--- config.mk ---
export PLATFORM = sky130hd
export DESIGN_NAME = axi_lite_slave_regs
export DESIGN_NICKNAME = d
export VERILOG_FILES = /design/src/rtl/axi_lite_slave_regs.sv
export SDC_FILE = /design/constraint.sdc
export NUM_CORES = 1
export LEC_CHECK = 0
export CAP_MARGIN = 20
export CORE_AREA = 2 2 239 241
export DETAILED_ROUTE_END_ITERATION = 10
export DIE_AREA = 0 0 241 243
export GPL_TIMING_DRIVEN = 0
export HOLD_SLACK_MARGIN = 0.15
export PLACE_DENSITY = 0.55
export SKIP_LAST_GASP = 1
export SLEW_MARGIN = 5
export SYNTH_ARGS = -nofsm -noshare
export SYNTH_HDL_FRONTEND = slang
export SYNTH_SLANG_ARGS = --single-unit
--- constraint.sdc ---
create_clock -name aclk -period 7.3 [get_ports aclk]
set_input_delay 1.825 -clock aclk [delete_from_list [all_inputs] [get_ports aclk]]
set_output_delay 1.825 -clock aclk [all_outputs]
set_load 0.005 [all_outputs]
--- src/rtl/axi_lite_slave_regs.sv ---
// AXI4-Lite slave exposing NUM_REGS 32-bit registers; the top index is a read-only status word.
// Write AW/W halves are latched independently and commit together; the read path is independent.
module axi_lite_slave_regs #(
    parameter int unsigned       ADDR_W    = 32,
    parameter int unsigned       DATA_W    = 32,
    parameter int unsigned       NUM_REGS  = 8,
    parameter logic [ADDR_W-1:0] BASE_ADDR = 32'h0000_2000
) (
    input  logic                       aclk,
    input  logic                       areset_n,
    input  logic [ADDR_W-1:0]          awaddr,
    input  logic                       awvalid,
    output logic                       awready,
    input  logic [DATA_W-1:0]          wdata,
    input  logic [DATA_W/8-1:0]        wstrb,
    input  logic                       wvalid,
    output logic                       wready,
    output logic [1:0]                 bresp,
    output logic                       bvalid,
    input  logic                       bready,
    input  logic [ADDR_W-1:0]          araddr,
    input  logic                       arvalid,
    output logic                       arready,
    output logic [DATA_W-1:0]          rdata,
    output logic [1:0]                 rresp,
    output logic                       rvalid,
    input  logic                       rready,
    input  logic [DATA_W-1:0]          i_status,
    output logic [NUM_REGS*DATA_W-1:0] o_regs
);

    localparam int unsigned STRB_W = DATA_W / 8;
    localparam int unsigned IDX_W  = (NUM_REGS > 1) ? $clog2(NUM_REGS) : 1;
    localparam logic [IDX_W-1:0] STATUS_IDX = IDX_W'(NUM_REGS - 1);
    localparam logic [1:0] RESP_OKAY   = 2'b00;
    localparam logic [1:0] RESP_SLVERR = 2'b10;

    function automatic logic addr_ok(input logic [ADDR_W-1:0] a);
        logic [ADDR_W-1:0] off;
        off = a - BASE_ADDR;
        return (off[1:0] == 2'b00) && ((off >> 2) < ADDR_W'(NUM_REGS));
    endfunction

    function automatic logic [IDX_W-1:0] addr_idx(input logic [ADDR_W-1:0] a);
        logic [ADDR_W-1:0] off;
        off = a - BASE_ADDR;
        return off[IDX_W+1:2];
    endfunction

    logic                aw_held_q, aw_held_d;
    logic [ADDR_W-1:0]   awaddr_q, awaddr_d;
    logic                w_held_q, w_held_d;
    logic [DATA_W-1:0]   wdata_q, wdata_d;
    logic [STRB_W-1:0]   wstrb_q, wstrb_d;
    logic                bvalid_q, bvalid_d;
    logic [1:0]          bresp_q, bresp_d;
    logic                rvalid_q, rvalid_d;
    logic [DATA_W-1:0]   rdata_q, rdata_d;
    logic [1:0]          rresp_q, rresp_d;
    logic [DATA_W-1:0]   regs_q [NUM_REGS];
    logic [DATA_W-1:0]   regs_d [NUM_REGS];

    logic                aw_hs, w_hs, ar_hs, commit;
    logic [ADDR_W-1:0]   wr_addr;
    logic [DATA_W-1:0]   wr_data;
    logic [STRB_W-1:0]   wr_strb;
    logic [IDX_W-1:0]    wr_idx, rd_idx;
    logic                wr_ok;

    assign awready = !aw_held_q && !bvalid_q;
    assign wready  = !w_held_q && !bvalid_q;
    assign arready = !rvalid_q;
    assign bvalid  = bvalid_q;
    assign bresp   = bresp_q;
    assign rvalid  = rvalid_q;
    assign rdata   = rdata_q;
    assign rresp   = rresp_q;

    for (genvar k = 0; k < NUM_REGS; k++) begin : g_out
        assign o_regs[k*DATA_W +: DATA_W] = regs_q[k];
    end

    assign aw_hs  = awvalid && awready;
    assign w_hs   = wvalid && wready;
    assign ar_hs  = arvalid && arready;
    assign commit = (aw_hs || aw_held_q) && (w_hs || w_held_q);

    // A half latched earlier takes precedence over the live bus value.
    assign wr_addr = aw_held_q ? awaddr_q : awaddr;
    assign wr_data = w_held_q ? wdata_q : wdata;
    assign wr_strb = w_held_q ? wstrb_q : wstrb;
    assign wr_idx  = addr_idx(wr_addr);
    assign wr_ok   = addr_ok(wr_addr) && (wr_idx != STATUS_IDX);
    assign rd_idx  = addr_idx(araddr);

    always_comb begin
        aw_held_d = aw_held_q;
        awaddr_d  = awaddr_q;
        w_held_d  = w_held_q;
        wdata_d   = wdata_q;
        wstrb_d   = wstrb_q;
        bvalid_d  = bvalid_q;
        bresp_d   = bresp_q;
        regs_d    = regs_q;

        if (bvalid_q && bready) begin
            bvalid_d = 1'b0;
        end

        if (commit) begin
            aw_held_d = 1'b0;
            w_held_d  = 1'b0;
            bvalid_d  = 1'b1;
            bresp_d   = wr_ok ? RESP_OKAY : RESP_SLVERR;
            if (wr_ok) begin
                for (int unsigned b = 0; b < STRB_W; b++) begin
                    if (wr_strb[b]) begin
                        regs_d[wr_idx][8*b +: 8] = wr_data[8*b +: 8];
                    end
                end
            end
        end else begin
            if (aw_hs) begin
                aw_held_d = 1'b1;
                awaddr_d  = awaddr;
            end
            if (w_hs) begin
                w_held_d = 1'b1;
                wdata_d  = wdata;
                wstrb_d  = wstrb;
            end
        end
    end

    // Reads sample regs_q, so a same-edge commit is not yet visible.
    always_comb begin
        rvalid_d = rvalid_q;
        rdata_d  = rdata_q;
        rresp_d  = rresp_q;
        if (rvalid_q && rready) begin
            rvalid_d = 1'b0;
        end
        if (ar_hs) begin
            rvalid_d = 1'b1;
            if (!addr_ok(araddr)) begin
                rdata_d = '0;
                rresp_d = RESP_SLVERR;
            end else begin
                rdata_d = (rd_idx == STATUS_IDX) ? i_status : regs_q[rd_idx];
                rresp_d = RESP_OKAY;
            end
        end
    end

    always_ff @(posedge aclk or negedge areset_n) begin
        if (!areset_n) begin
            aw_held_q <= 1'b0;
            awaddr_q  <= '0;
            w_held_q  <= 1'b0;
            wdata_q   <= '0;
            wstrb_q   <= '0;
            bvalid_q  <= 1'b0;
            bresp_q   <= RESP_OKAY;
            rvalid_q  <= 1'b0;
            rdata_q   <= '0;
            rresp_q   <= RESP_OKAY;
            regs_q    <= '{default: '0};
        end else begin
            aw_held_q <= aw_held_d;
            awaddr_q  <= awaddr_d;
            w_held_q  <= w_held_d;
            wdata_q   <= wdata_d;
            wstrb_q   <= wstrb_d;
            bvalid_q  <= bvalid_d;
            bresp_q   <= bresp_d;
            rvalid_q  <= rvalid_d;
            rdata_q   <= rdata_d;
            rresp_q   <= rresp_d;
            regs_q    <= regs_d;
        end
    end

endmodule

# Word-level counts from Yosys, hierarchy flattened
# Index checks and enable logic that the tools add are counted.
[classes] addsub=2 order_cmp=5 eq_ne=2 mux=40 bitwise_logic=3 reduce_logical=27
[ops] cell="$mux 256" count=10
[ops] cell="$bwmux 256" count=4
[ops] cell="$demux 32 s3" count=4
[ops] cell="$mux 32" count=7
[ops] cell="$bmux 32 s3" count=1
[ops] cell="$sub 32x14->32 const B" count=2
[ops] cell="$lt 30x4->1 const B" count=2
[ops] cell="$mux 24" count=1
[ops] cell="$mux 16" count=1
[ops] cell="$logic_and 1x1->1" count=12
[ops] cell="$ge 4x4->1 const B" count=2
[ops] cell="$mux 1" count=8
[ops] cell="$mux 8" count=1
[ops] cell="$not 3->4" count=2
[ops] cell="$reduce_bool 2->1" count=4
[ops] cell="$reduce_and 2->1" count=3
[ops] cell="$logic_not 1->1" count=4
[ops] cell="$logic_not 2->1" count=2
[ops] cell="$lt 4x1->1 const B" count=1
[ops] cell="$mux 2" count=2
[ops] cell="$mux 4" count=1
[ops] cell="$eq 3x3->1 const B" count=1
[ops] cell="$ne 3x3->1 const B" count=1
[ops] cell="$logic_or 1x1->1" count=2
[ops] cell="$not 1->1" count=1
[totals] regBits=364 word_cells=97

# Depth between registers and ports, before layout
# Gate-level depths: netlist (run 1).
[depth] depth_word=21 mapped_depth=14

# Worst setup path before layout (run 1)
# OpenSTA, ideal clock, no wires.
[synth_timing] path_type="input to register" startpoint="input awaddr[13]" endpoint="register regs_q, in the netlist o_regs[101]" setup_ps=128 arrival_time_ps=4118 required_time_ps=7172 slack_ps=3054 cell_stages=12 cell_sequence="nor2b_1 -> a21oi_1 -> ha_1 -> nor4b_2 -> nor2_1 -> nor4_2 -> xnor2_1 -> nor4_2 -> buf_4 -> buf_8 -> nand4_4 -> mux2_1"
[synth_between] elab_chain_len=6
[synth_lines] item="start, declared" line="11" rtl="input logic [ADDR_W-1:0] awaddr,"
[synth_lines] item="$mux 32" line="89" rtl="assign wr_addr = aw_held_q ? awaddr_q : awaddr;"
[synth_lines] item="$sub 32x14->32" line="40" rtl="off = a - BASE_ADDR;"
[synth_lines] item="$lt 30x4->1" line="41" rtl="return (off[1:0] == 2'b00) && ((off >> 2) < ADDR_W'(NUM_REGS));"
[synth_lines] item="$logic_and 1x1->1" line="41"
[synth_lines] item="$logic_and 1x1->1" line="93" rtl="assign wr_ok = addr_ok(wr_addr) && (wr_idx != STATUS_IDX);"
[synth_lines] item="$reduce_and 2->1 (no source line)"
[synth_lines] item="end signal, assigned" line="179" rtl="regs_q <= regs_d;"
[synth_lines] item="end, declared" line="60" rtl="logic [DATA_W-1:0] regs_q [NUM_REGS];"
# No other way between the ends.
# A chain may end at the register's enable or synchronous reset.

# Final worst setup path (run 1)
[layout_timing] startpoint="input awaddr[13]" endpoint="register regs_q, in the netlist o_regs[102]"
# Same word-level chain as after synthesis.

==> results summary, run 1 <==
The count of cells along the worst hold path is 1. The transition time at the pin with the least slew margin is 1.057 ns. The number of iterations in the first detailed-routing pass came out at 6. Among cell families on the critical path, the largest total delay comes from simple AND/OR/NAND/NOR gates. The initial antenna violation count came out at 9. Power spread over the standard cell area amounts to 239.8 mW/mm2.

The netlist uses 51 different library cells. The initial standard-cell utilization of the core is 29.85%. Setup repair after global routing left no endpoint under its margin. The total power after layout came out at 0.005650 W. The final-report setup violation count is 0. During I/O placement, the number of pins put on the boundary was 436. The slowest stage of the critical path belongs to the cell sky130_fd_sc_hd__nor4_2. The number of remaining DRC errors came out at 0. In this run the horizontal extent of the chip is 241 um.

The number of global-route vias before repair is 12230. The clock power share came out at between 30% and 40%. In this run the biggest area consumer among cell types represents 54.24% of the synthesized area. The final-report hold violation count was 0. The number of clock sinks came out at 362.

The clock slew seen by the registers of the worst setup and hold paths is 0.06 ns. The most used flip-flop cell after synthesis is sky130_fd_sc_hd__dfrtp_1. The critical path required time is 7.74 ns.

VDD sags by at most 0.0001482 V. The kind of start point of the critical path is an input pin. Static timing analysis puts the maximum clock frequency at between 0.2 and 0.25 GHz. The number of buffers inserted during clock tree synthesis came out at 45. The number of nets in the final layout is between 1500 and 2000.

The maximum clock path buffer count came out at 3. The commonest cells after synthesis are sky130_fd_sc_hd__dfrtp_1, sky130_fd_sc_hd__mux2_2, sky130_fd_sc_hd__mux2_1. The sequential element share of the synthesized area came out at 54.24%. The count of standard-cell rows is 87.

The setup total negative slack came out at 0 ns. The DRC violation total after the first TritonRoute iteration is 471. The flow ran to the end, and the final reports show no timing, DRC or antenna violations. The wire length of the first global-routing pass is approximately 83000 um.

The placeable core region came out at 0.05595 mm2. TritonCTS built the clock tree. The post-detailed-placement cell area is 0.02213 mm2.

The dominant cell type by area after synthesis is sky130_fd_sc_hd__dfrtp_1. The worst-case hold slack came out at roughly 0.45 ns. The tool flagged a number of max-cap violations equal to 0. The via density per instance came out at 4.836. The total of hold buffers inserted after clock tree synthesis is 0. The share of flip-flops with an asynchronous set or reset after synthesis came out at 100.0%. Routability-driven placement finished with a final weighted congestion of 0.8306.

The post-synthesis to final-layout area growth is 41.06%. The worst setup path is of the in -> reg kind. After legalization and detailed placement, the total HPWL measured approximately 42000 um. STA classifies the critical path endpoint as a flip-flop. The synthesized design contains 362 register bits. In this design, the stage delay of the slowest critical-path cell is 0.47 ns. Net switching is 29.26% of the power. The detailed-route wire length per cell came out at 23.81 um. Per report_power, the sequential group accounts for 41.3% of the total. The synthesized instance count is 1117. The number of H-tree branching levels is 2. The post-CTS setup-driven buffer insertion count is 0.

The count of flip-flops with a built-in enable after synthesis came out at 0. For the worst flop-to-flop path, the logic depth is 14. The final critical path takes up 66.45% of the cycle. The total of cells resized after clock tree synthesis came out at 0. The critical path runs through a total of 13 cells. The number of filler instances in the final layout is 5239. Entering global routing, the biggest net connects 117 pins. The critical path's most frequent cell is sky130_fd_sc_hd__nor4_2. The worst hold path class is reg -> reg. The worst clock skew is 0.02339 ns. The total overflow left after global routing is 0.

The critical path buffer and inverter count is 3. The antenna violation net count after detailed routing is 0. The root buffer cell chosen for the clock tree is sky130_fd_sc_hd__clkbuf_16. The data arrival time of the critical path is 5.29 ns. The overall die height came out at 243 um. In the post-synthesis netlist, the biggest area contributors are sky130_fd_sc_hd__dfrtp_1, sky130_fd_sc_hd__mux2_2, sky130_fd_sc_hd__mux4_2.

The post-route netlist has 25.89% of its cells at a drive strength greater than 1. The internal portion of total power came out at roughly 0.004 W. The clock period minus worst slack came out at 4.851 ns. The count of buffers added on input and output ports is 430. The largest fanout on the critical path came out at 10.

The floorplan step defined a die boundary enclosing about 0.059 mm2. Among all cell types in the netlist, the one instantiated most often is sky130_fd_sc_hd__dfrtp_1. The reported leakage power is 10.40 nW. The total routed wirelength came out at roughly 57000 um. The number of warnings reported in the yosys synthesis log came out at 0. The per-instance average area after synthesis came out at 14.95 um2. The global-route usage over all layers is 19.21%. The final design instance area without fill came out at approximately 0.024 mm2. The number of pins with negative max-slew slack in the final report came to 0.

The worst slew slack as a fraction of its limit is 29.52%. The share of the core filled with cells in the final layout is 42.11%. For this design the total switching power over the nets is between 0.0015 and 0.002 W.

The relative contribution of combinational cells to total power is approximately a fifth. At the later pin of the worst-skew pair, clock insertion delay measures 0.58 ns. The total number of vias is 11580.

Traced cell by cell, the critical path runs through clkdlybuf4s50_1, nor2b_1, a21oi_1, ha_1, nor4b_2, nor2_1, nor4_2, xnor2_1, nor4_2, buf_4, buf_8, nand4_4, mux2_1. The synthesized netlist occupies a cell area of approximately 0.017 mm2.
[path summary, 6_finish.rpt]
| check | start | endpoint | slack, ns |
|---|---|---|---|
| max | awaddr[13] | o_regs[102]$_DFFE_PN0P_ | 2.45 |
| min | o_regs[242]$_DFFE_PN0P_ | o_regs[242]$_DFFE_PN0P_ | 0.45 |
| max reg2reg | aw_held_q$_DFFE_PN0P_ | o_regs[102]$_DFFE_PN0P_ | 2.82 |
| min reg2reg | o_regs[242]$_DFFE_PN0P_ | o_regs[242]$_DFFE_PN0P_ | 0.45 |
| max in group asynchronous | areset_n | o_regs[89]$_DFFE_PN0P_ | 4.69 |
| min in group asynchronous | areset_n | o_regs[70]$_DFFE_PN0P_ | 1.17 |
[flip-flops by register name (all words and copies together) (netlist names)]
| name | flops |
|---|---|
| wstrb_q | 4 |
| aw_held_q | 1 |
| rvalid | 1 |
| rdata | 32 |
| bvalid | 1 |
| bresp | 1 |
| awaddr_q | 32 |
| o_regs | 256 |
| rresp | 1 |
| wdata_q | 32 |
| w_held_q | 1 |
[metrics by stage]
stage                     std cells  worst slack (ns)
after floorplan                1118             3.054
after global placement         2304            -12.14
final                          2394             2.449
after detailed placement       2312             1.821
after global routing           2393             2.241
after CTS                      2389             2.411
[area by class of cell]
class                   instances  area, um2  area share, %
diodes                          4      10.01        0.04249
repair buffers                439       4494          19.08
clock inverters                12      102.6         0.4355
clock buffers                  65       1301          5.523
plain buffers                  84      385.4          1.636
flip-flops and latches        362       9059          38.45
multi-input cells             664       7232          30.70
well taps                     756      945.9          4.015
inverters                       8      30.03         0.1275
[power groups by stage]
stage	clock network (W)	logic, W	registers, W
after global routing	0.00229	0.00128	0.00236
after global placement	0	0.00116	0.00236
final	0.00214	0.00118	0.00233
after floorplan	0	0.000776	0.00233
after detailed placement	0	0.00119	0.00237
after CTS	0.00221	0.00119	0.00233
[routing by layer]
layer  track usage (%)  vias to the layer above  routed length [um]
met5                 0                        -                  71
met4             4.557                       10                1168
met3             5.789                       81                4258
met2             32.19                      335               27910
met1             24.19                     6014               23600
li1                  -                     5137                   -
[layout by cell type (no fill, tap or decap), drive strengths merged, types with 4 or more instances in the layout]
cell type / synthesis / routed
and4: 4 / 4
o21ai: 37 / 37
a21oi: 12 / 12
clkinv: 0 / 8
nor4b: 5 / 5
mux2i: 41 / 41
diode: 0 / 4
nand2: 38 / 38
nor2: 26 / 26
buf: 28 / 38
nand3: 5 / 5
mux4: 64 / 64
nor3: 15 / 15
inv: 8 / 10
nor2b: 4 / 4
nand4: 27 / 27
mux2: 332 / 332
clkdlybuf4s50: 0 / 429
dfrtp: 362 / 362
nor4: 17 / 17
clkbuf: 56 / 121
xnor2: 6 / 6
[kinds of logic (layout without fill, tap and decap cells)]
family / Yosys count / count (layout) / synth area share, %
and+or+nand+nor: 151 / 151 / 6.997
adders and majority gates: 2 / 2 / 0.1498
buffers and inverters: 92 / 608 / 2.487
other: 1 / 6 / 0.02245
AOI/OAI and AO/OA: 64 / 64 / 2.195
DFF: 362 / 362 / 54.24
xor gates and xnor gates: 8 / 8 / 0.4195
muxes: 437 / 437 / 33.49
No activity file was read; power rests on OpenSTA's default activity.
==> run 2: changes to the inputs <==
==> constraint.sdc (replaced) <==
create_clock -name aclk -period 5.02 [get_ports aclk]
set_input_delay 1.255 -clock aclk [delete_from_list [all_inputs] [get_ports aclk]]
set_output_delay 1.255 -clock aclk [all_outputs]
set_load 0.005 [all_outputs]
==> results of run 2 <==
Same layout as run 1 (identical final DEF). Status: finished, final reports clean.
Among the figures that moved: setup slack after placement 1.821 ns -> 0.1105 ns; setup slack after layout 2.449 ns -> 0.5417 ns; start point of the critical path awaddr[13] -> aw_held_q$_DFFE_PN0P_; register-to-register setup slack 2.82 ns -> 0.54 ns; total power 0.005650 W -> 0.008216 W; worst IR drop on VDD 0.0001482 V -> 0.0002155 V
